`src/rtl/uart_tx_scheduler.sv`:
```
// Round-robin scheduler sharing one UART transmitter among NREQ byte producers.
// Grants one byte per IDLE cycle, holds i_transmit for a full frame, then an optional idle gap.
module uart_tx_scheduler #(
    parameter int DATAWIDTH    = 8,
    parameter int NREQ         = 4,
    parameter int CLKS_PER_BIT = 10416,
    parameter int FRAME_BITS   = 10,
    parameter int GAP_CLKS     = 0
) (
    input  logic                      clk,
    input  logic                      i_reset,
    input  logic [NREQ-1:0]           i_req_valid,
    input  logic [NREQ*DATAWIDTH-1:0] i_req_data,
    output logic [NREQ-1:0]           o_req_ready,
    output logic [NREQ-1:0]           o_grant,
    output logic [DATAWIDTH-1:0]      o_tx_data,
    output logic                      o_tx_transmit,
    output logic                      o_busy,
    output logic                      o_frame_done
);

    localparam int FRAME_CLKS = CLKS_PER_BIT * FRAME_BITS;
    localparam int MAX_CLKS   = (FRAME_CLKS > GAP_CLKS) ? FRAME_CLKS : GAP_CLKS;
    localparam int CNT_W      = $clog2(MAX_CLKS + 1);
    localparam int IDX_W      = $clog2(NREQ);

    localparam logic [CNT_W-1:0] FRAME_LAST = CNT_W'(FRAME_CLKS - 1);
    localparam logic [CNT_W-1:0] GAP_LAST   = (GAP_CLKS > 0) ? CNT_W'(GAP_CLKS - 1) : '0;

    typedef enum logic [1:0] {
        IDLE,
        SEND,
        GAP
    } state_t;

    state_t                state, state_next;
    logic [CNT_W-1:0]      cnt, cnt_next;
    logic [IDX_W-1:0]      last_grant, winner;
    logic [NREQ-1:0]       winner_oh;
    logic [NREQ-1:0]       grant;
    logic [DATAWIDTH-1:0]  tx_data;
    logic                  any_valid;
    logic                  handshake;
    logic                  frame_last;

    // Lowest valid index above last_grant wins; otherwise wrap to the lowest valid index.
    // NOTE: every always_comb output gets a default first so no latch is inferred.
    always_comb begin
        winner = '0;
        for (int i = NREQ - 1; i >= 0; i--) begin
            if (i_req_valid[i] && (IDX_W'(i) <= last_grant)) winner = IDX_W'(i);
        end
        for (int i = NREQ - 1; i >= 0; i--) begin
            if (i_req_valid[i] && (IDX_W'(i) > last_grant)) winner = IDX_W'(i);
        end
    end

    assign any_valid  = |i_req_valid;
    assign winner_oh  = NREQ'(1) << winner;
    assign handshake  = (state == IDLE) && any_valid && !i_reset;
    assign frame_last = (state == SEND) && (cnt == FRAME_LAST);

    always_comb begin
        state_next = state;
        cnt_next   = cnt;
        case (state)
            IDLE: begin
                cnt_next = '0;
                if (any_valid) state_next = SEND;
            end
            SEND: begin
                if (cnt == FRAME_LAST) begin
                    cnt_next   = '0;
                    state_next = (GAP_CLKS > 0) ? GAP : IDLE;
                end else begin
                    cnt_next = cnt + CNT_W'(1);
                end
            end
            GAP: begin
                if (cnt == GAP_LAST) begin
                    cnt_next   = '0;
                    state_next = IDLE;
                end else begin
                    cnt_next = cnt + CNT_W'(1);
                end
            end
            default: begin
                cnt_next   = '0;
                state_next = IDLE;
            end
        endcase
    end

    // NOTE: sequential state uses non-blocking assignments so all registers update together.
    always_ff @(posedge clk) begin
        if (i_reset) begin
            state <= IDLE;
            cnt   <= '0;
        end else begin
            state <= state_next;
            cnt   <= cnt_next;
        end
    end

    // last_grant resets to NREQ-1 so requester 0 is searched first.
    always_ff @(posedge clk) begin
        if (i_reset) begin
            tx_data    <= '0;
            grant      <= '0;
            last_grant <= IDX_W'(NREQ - 1);
        end else if (handshake) begin
            tx_data    <= i_req_data[winner*DATAWIDTH +: DATAWIDTH];
            grant      <= winner_oh;
            last_grant <= winner;
        end else if (frame_last) begin
            grant <= '0;
        end
    end

    assign o_req_ready   = handshake ? winner_oh : '0;
    assign o_grant       = grant;
    assign o_tx_data     = tx_data;
    assign o_tx_transmit = (state == SEND);
    assign o_busy        = (state != IDLE);
    assign o_frame_done  = frame_last && !i_reset;

endmodule

```
`config.mk`:
```
export PLATFORM = sky130hd
export DESIGN_NAME = uart_tx_scheduler
export DESIGN_NICKNAME = d
export VERILOG_FILES = /design/src/rtl/uart_tx_scheduler.sv
export SDC_FILE = /design/constraint.sdc
export NUM_CORES = 1
export LEC_CHECK = 0
export CORE_MARGIN = 8
export CORE_UTILIZATION = 30
export CTS_CLUSTER_SIZE = 20
export DETAILED_ROUTE_END_ITERATION = 10
export GPL_TIMING_DRIVEN = 0
export SYNTH_ARGS = -nofsm -noshare
export SYNTH_HDL_FRONTEND = slang
export SYNTH_SLANG_ARGS = --single-unit
```
`constraint.sdc`:
```
create_clock -name clk -period 2.3 [get_ports clk]
set_clock_uncertainty 0.2 [all_clocks]
set_input_delay 0.345 -clock clk [delete_from_list [all_inputs] [get_ports clk]]
set_output_delay 0.345 -clock clk [all_outputs]
set_load 0.005 [all_outputs]
```
==> results of run 1 <==
==> critical path, stage by stage (launching register included) <==
cell and delay [ns]:
dfxtp_4 0.37, buf_4 0.13, buf_6 0.11, nand3b_1 0.08, o31a_1 0.18, nand2_2 0.07
or3_4 0.38, inv_2 0.05, buf_2 0.10
==> timing repair <==
item                       CTS  global route
setup buffers               19             4
setup endpoints to repair   15            12
gates resized for setup     65             5
pin swaps                   11             9
==> cell families after synthesis <==
logic type,Yosys count,synth area share [%]
buffers and inverters,34,8.79
multiplexers,1,1.26
flip-flops,32,35.7
AND/OR/NAND/NOR,89,27.0
XOR/XNOR,15,7.32
AO/OA/AOI/OAI,49,19.2
adder cells (fa/ha/maj),1,0.697
==> state kept, by name, indices dropped and copies added, names as in the netlist <==
signal / flops
o_tx_data: 8
state: 1
last_grant: 2
o_grant: 4
cnt: 17
==> final timing paths <==
| path | slack [ns] | endpoint | cells after the start |
|---|---|---|---|
| setup / recovery | -0.01 | o_req_ready[3] | 8 |
| hold / removal | 0.25 | cnt[0] | 1 |
| setup reg to reg | 0.08 | o_tx_data[6] | 9 |
| hold reg to reg | 0.25 | cnt[0] | 1 |
==> power groups by stage <==
stage                     clock network [mW]  registers [mW]  logic (mW)
after floorplan                            0           0.636       0.254
after global placement                     0           0.636       0.471
after detailed placement                   0           0.637       0.474
after CTS                              0.558           0.625       0.561
after global routing                   0.583           0.636       0.594
final                                  0.542           0.631       0.547
==> cell type report <==
type / instances / area [um2] / area share [%]
Clock buffer: 5 / 68.8 / 2.49
Clock inverter: 3 / 42.5 / 1.54
Buffer: 8 / 47.5 / 1.72
Timing Repair Buffer: 77 / 681 / 24.6
Sequential cell: 32 / 653 / 23.6
Inverter: 24 / 90.1 / 3.25
Multi-Input combinational cell: 155 / 1090 / 39.4
Tap cell: 75 / 93.8 / 3.39
==> per-stage QoR <==
stage,instances,hold slack [ns]
5_1_grt,379,0.262
3_5_place_dp,351,0.234
3_3_place_gp,351,0.225
4_1_cts,378,0.242
6_report,379,0.247
2_1_floorplan,221,0.213
==> metal layers <==
layer | GRT usage [%] | vias up
met5 | 0 | -
met4 | 3.49 | 0
met3 | 3.61 | 6
met2 | 22.0 | 54
met1 | 15.4 | 854
li1 | - | 923
==> cells in the final DEF, fill, tap and decap left out, drive strengths merged, types with 6 or more instances in the layout <==
master / n
nor2: 26
clkdlybuf4s50: 46
buf: 33
clkbuf: 10
a21oi: 17
xor2: 9
dfxtp: 32
nand2: 11
nor3: 17
inv: 24
nand3: 10
o21ai: 9
o211a: 8
xnor2: 6
o31ai: 8
==> summary.txt, run 1 <==
Yosys
  • Synth top area cells: dfxtp_1, nor2_1, inv_1
  • Post-synthesis cell area: approximately 0.0018 mm2
  • Post-synth EDFFs: 0
  • Yosys Warn Count: 0
  • Net Count, Synth: 260
  • Yosys reg bits: 32
  • Number of distinct library cells after synthesis: 39
  • Post-synth top flop: dfxtp_1
  • Post-Syn Instances: roughly 220
  • Leading area contributor after synthesis: dfxtp_1
  • Most frequent cell after synthesis: dfxtp_1
  • Commonest cells post-synth: dfxtp_1, nor2_1, inv_1, a21oi_1, nand2_1
  • Syn_area_per_cell: between 8 and 9 um2
  • Yosys top cell area share: between 30% and 40%
  • Seq/Total Area, Yosys: between 30 and 40%
  • Async S/R FF share, synth: 0%

Layout
  • Number of fill cells: roughly 580
  • Share of cells above drive strength 1: between 20% and 30%
  • Antenna diode count: 0
  • Utilization after layout: roughly 47%
  • Post-route design area: between 0.002 and 0.003 mm2
  • Final net count: 342
  • Layout area overhead: 54.3%

GRT
  • Antenna violations before repair: 0
  • Overflow after GRT: 0
  • GR Util All Layers: about 13%
  • Vias in the first global route: between 1500 and 2000
  • Global-route wire length before repair: slightly above 9 mm
  • Pin count of the biggest net entering global routing: 12

Routing
  • Drt drc: 0
  • Uppermost layer routed: met4
  • Total number of vias: 1837
  • Routed WL: between 5 and 6 mm
  • WL met3: around 370 um
  • Per-cell routed wire length: roughly 15 um
  • TritonRoute pass-1 iters: 5
  • Vias per inst: 4.85
  • DRT iter0 DRCs: 53
  • Met2 Wirelength: approximately 2.8 mm
  • Antenna Nets Post-Route: 0
  • Met1 WL: 2.49 mm

Die
  • IO Pins: 57
  • Die height: ~93 um
  • Die area: ~0.0087 mm2
  • Core Region: roughly 0.0059 mm2
  • FP Rows: 28
  • Initial core utilization: between 30% and 40%
  • Die width: slightly above 90 um

Clock tree
  • Cts hold-fix bufs: 0
  • CTS tree: done
  • H-tree depth: 2
  • Clock transition at path regs: 0.08 ns
  • Num CTS Buffers: 5
  • Clk_lat worst skew: 0.28 ns
  • Clk buf depth: 2
  • Clock root buffer master: clkbuf_8
  • # clock sinks: 32

Critical path
  • Arr. time, crit path: roughly 1.8 ns
  • Crit Path Class: flop to output pin
  • RR Startpoint: last_grant[1]
  • CP Max Fanout: 4
  • Worst Path Required: around 1.8 ns
  • Critical path launch point type: flop
  • Setup crit end kind: output pin
  • CP startpoint: last_grant[1]

STA
  • Unrepaired setup endpoints after global routing: yes
  • Final Hold Fails: 0
  • Final Setup Violations: 2
  • Fmax: 433 MHz
  • Setup TNS: -0.0127 ns
  • Final worst setup slack: -0.00969 ns
  • Tmin final: around 2.3 ns
  • Fin crit share: 100%
  • Pins Over Slew Limit: 0
  • Worst-margin pin slew: just over 0.6 ns
  • Slew headroom: between 50% and 60%

Pwr
  • Total Power: 1.72 mW
  • Clock share of power: 31.5%
  • P_sw: ~0.5 mW
  • Leakage: ~1.2 nW
  • Reg power frac: 36.7%
  • Pwr Density: between 600 and 700 mW/mm2
  • Logic pwr share: between 30% and 40%
  • Int Power: about 1.2 mW
  • Switching part of the total: about 30%
  • Worst vdd ir: between 0.0004 and 0.0005 V

Placement
  • Dpl hpwl: between 3 and 4 mm
  • GPL Wtd Cong: roughly 0.76
  • Port Buffer Count: 55
  • Post-Place Setup Slack: -1.09 ns
  • Area after DPL: 0.00244 mm2

Run
  • Total of max-cap violations: 0

Run status
  • Status: finished with violations
  • Failing checks: negative setup slack

Min path
  • Tightest Hold Check Type: flop to flop
  • Min-delay src: cnt[0]
(Power assumes the default switching activity.)
==> inputs of run 2 (changes only) <==
--- a/config.mk
+++ b/config.mk
@@ -10,6 +10,7 @@
 export CTS_CLUSTER_SIZE = 20
 export DETAILED_ROUTE_END_ITERATION = 10
 export GPL_TIMING_DRIVEN = 0
+export PLACE_DENSITY_LB_ADDON = 0.08
 export SYNTH_ARGS = -nofsm -noshare
 export SYNTH_HDL_FRONTEND = slang
 export SYNTH_SLANG_ARGS = --single-unit
==> summary.txt, run 2 (synthesis gave the netlist of run 1 again) <==
Routing
  • Per-cell routed wire length: 15.2 um
  • Routed WL: roughly 5.7 mm
  • TritonRoute pass-1 iters: 4
  • Drt drc: 0
  • Antenna Nets Post-Route: 0
  • Total number of vias: about 1800
  • Vias per inst: 4.75
  • DRT iter0 DRCs: 85

GRT
  • Pin count of the biggest net entering global routing: 12
  • GR Util All Layers: between 10% and 20%
  • Global-route wire length before repair: just under 9 mm
  • Overflow after GRT: 0
  • Vias in the first global route: ~1700
  • Antenna violations before repair: 0

Clock tree
  • Num CTS Buffers: 5
  • Clk buf depth: 2
  • Clk_lat worst skew: about 0.29 ns
  • # clock sinks: 32
  • Clock root buffer master: clkbuf_8
  • Clock transition at path regs: 0.07 ns
  • CTS tree: done
  • H-tree depth: 2

Layout
  • Layout area overhead: 56.1%
  • Commonest non-fill, non-tap cell in the layout: clkdlybuf4s50_1
  • Max FFs per register: 17
  • Most frequent cells in the layout: clkdlybuf4s50_1, nor2_1, dfxtp_1
  • Antenna diode count: 0
  • Post-route design area: between 0.002 and 0.003 mm2
  • Utilization after layout: between 40% and 50%
  • Number of fill cells: 600
  • Non-filler instance count after layout: 376
  • Share of cells above drive strength 1: about 27%
  • Final net count: between 300 and 400
  • Top reg by flops: cnt

Placement
  • Placed insts: 351
  • Post-Place Setup Slack: -1.06 ns
  • Port Buffer Count: 55
  • GPL Wtd Cong: about 0.75
  • Area after DPL: around 0.0024 mm2
  • Dpl hpwl: around 3.9 mm

STA
  • Final Hold Fails: 0
  • Tmin final: 2.37 ns
  • Worst-margin pin slew: between 0.5 and 0.6 ns
  • Fin crit share: 103%
  • Final Setup Violations: 1
  • Hold_ws: approximately 0.24 ns
  • Unrepaired setup endpoints after global routing: yes
  • Fmax: ~420 MHz
  • Slew headroom: approximately 66%
  • Final worst setup slack: -0.0660 ns
  • Setup TNS: -0.0660 ns
  • Pins Over Slew Limit: 0

Critical path
  • Critical path launch point type: flop
  • Most common cell on crit path: buf_6
  • Worst Path Required: ~1.8 ns
  • Crit path largest cell delay: about 0.34 ns
  • Crit Path Class: flop to output pin
  • Arr. time, crit path: 1.82 ns
  • CP Max Fanout: 5
  • Crit-path slowest cell: or3_4
  • Setup crit end kind: output pin
  • Crit path cell chain: buf_6 > mux2i_4 > o22ai_4 > or2_4 > or3_4 > inv_2 > buf_6

Die
  • Die area: between 0.008 and 0.009 mm2
  • Die height: about 93 um
  • Die width: slightly above 90 um
  • Core Region: 0.00585 mm2
  • IO Pins: 57
  • Initial core utilization: 30.7%
  • FP Rows: 28

Min path
  • Tightest Hold Check Type: flop to flop

Pwr
  • Leakage: around 1.2 nW
  • Worst vdd ir: 0.000277 V
  • Total Power: 1.77 mW
  • Pwr Density: ~630 mW/mm2

Run
  • Total of max-cap violations: 0

Run status
  • Failing checks: negative setup slack
  • Status: finished with violations
==> run 2: changes by cell type in the layout (fill, tap and decap cells not counted), moves of 2 or more <==
cell / before / now
a21oi_2: 1 / 3
clkbuf_2: 2 / 0
buf_4: 23 / 18
buf_6: 2 / 5
dfxtp_2: 4 / 6
a21oi_1: 14 / 12
inv_1: 22 / 20
==> run 2: final cells by class <==
cell class / instances / area [um2] / area share [%]
Clock buffer: 5 / 68.8 / 2.46
Multi-Input combinational cell: 155 / 1120 / 39.9
Inverter: 24 / 92.6 / 3.31
Tap cell: 75 / 93.8 / 3.35
Buffer: 8 / 45.0 / 1.61
Sequential cell: 32 / 652 / 23.3
Timing Repair Buffer: 74 / 688 / 24.6
Clock inverter: 3 / 42.5 / 1.52
==> run 2: path summary, 6_finish.rpt <==
kind / startpoint / end / slack (ns) / cells past startpoint
worst max register to register: last_grant[1] / o_tx_data[6] / 0.15 / 9
worst min-delay path: cnt[0] / cnt[0] / 0.24 / 1
worst max-delay path: last_grant[1] / o_req_ready[2] / -0.07 / 7
worst min register to register: cnt[0] / cnt[0] / 0.24 / 1
==> run 2: per-layer routing <==
metal	vias up	routed length [um]	part of all wire, %	GRT usage (%)
met4	0	124	2.2	4.56
met2	39	2530	44	19.4
met1	815	2720	48	17.4
met5	-	0	0	0
met3	12	348	6.1	3.69
li1	920	-	-	-
==> run 2: critical path: cells and delay by family (launching register included) <==
family | cells | cell delay [ns]
buffers and inverters | 3 | 0.26
and+or+nand+nor | 2 | 0.60
AOI/OAI and AO/OA | 1 | 0.10
muxes | 1 | 0.24
DFF | 1 | 0.32
==> run 2: report_power, final <==
part / internal [mW] / switching, mW / leakage, nW
clock: 0.321 / 0.227 / 0.0541
combinational: 0.312 / 0.282 / 0.836
sequential: 0.599 / 0.0261 / 0.263
total: 1.23 / 0.535 / 1.15
==> run 2: repair_timing <==
action / 4_1_cts / 5_1_grt
buffers inserted: 14 / 9
setup endpoints to repair: 15 / 13
gates resized for setup: 65 / 18
cloned: 0 / 0
pin swaps: 10 / 9
hold buffers: 0 / 0
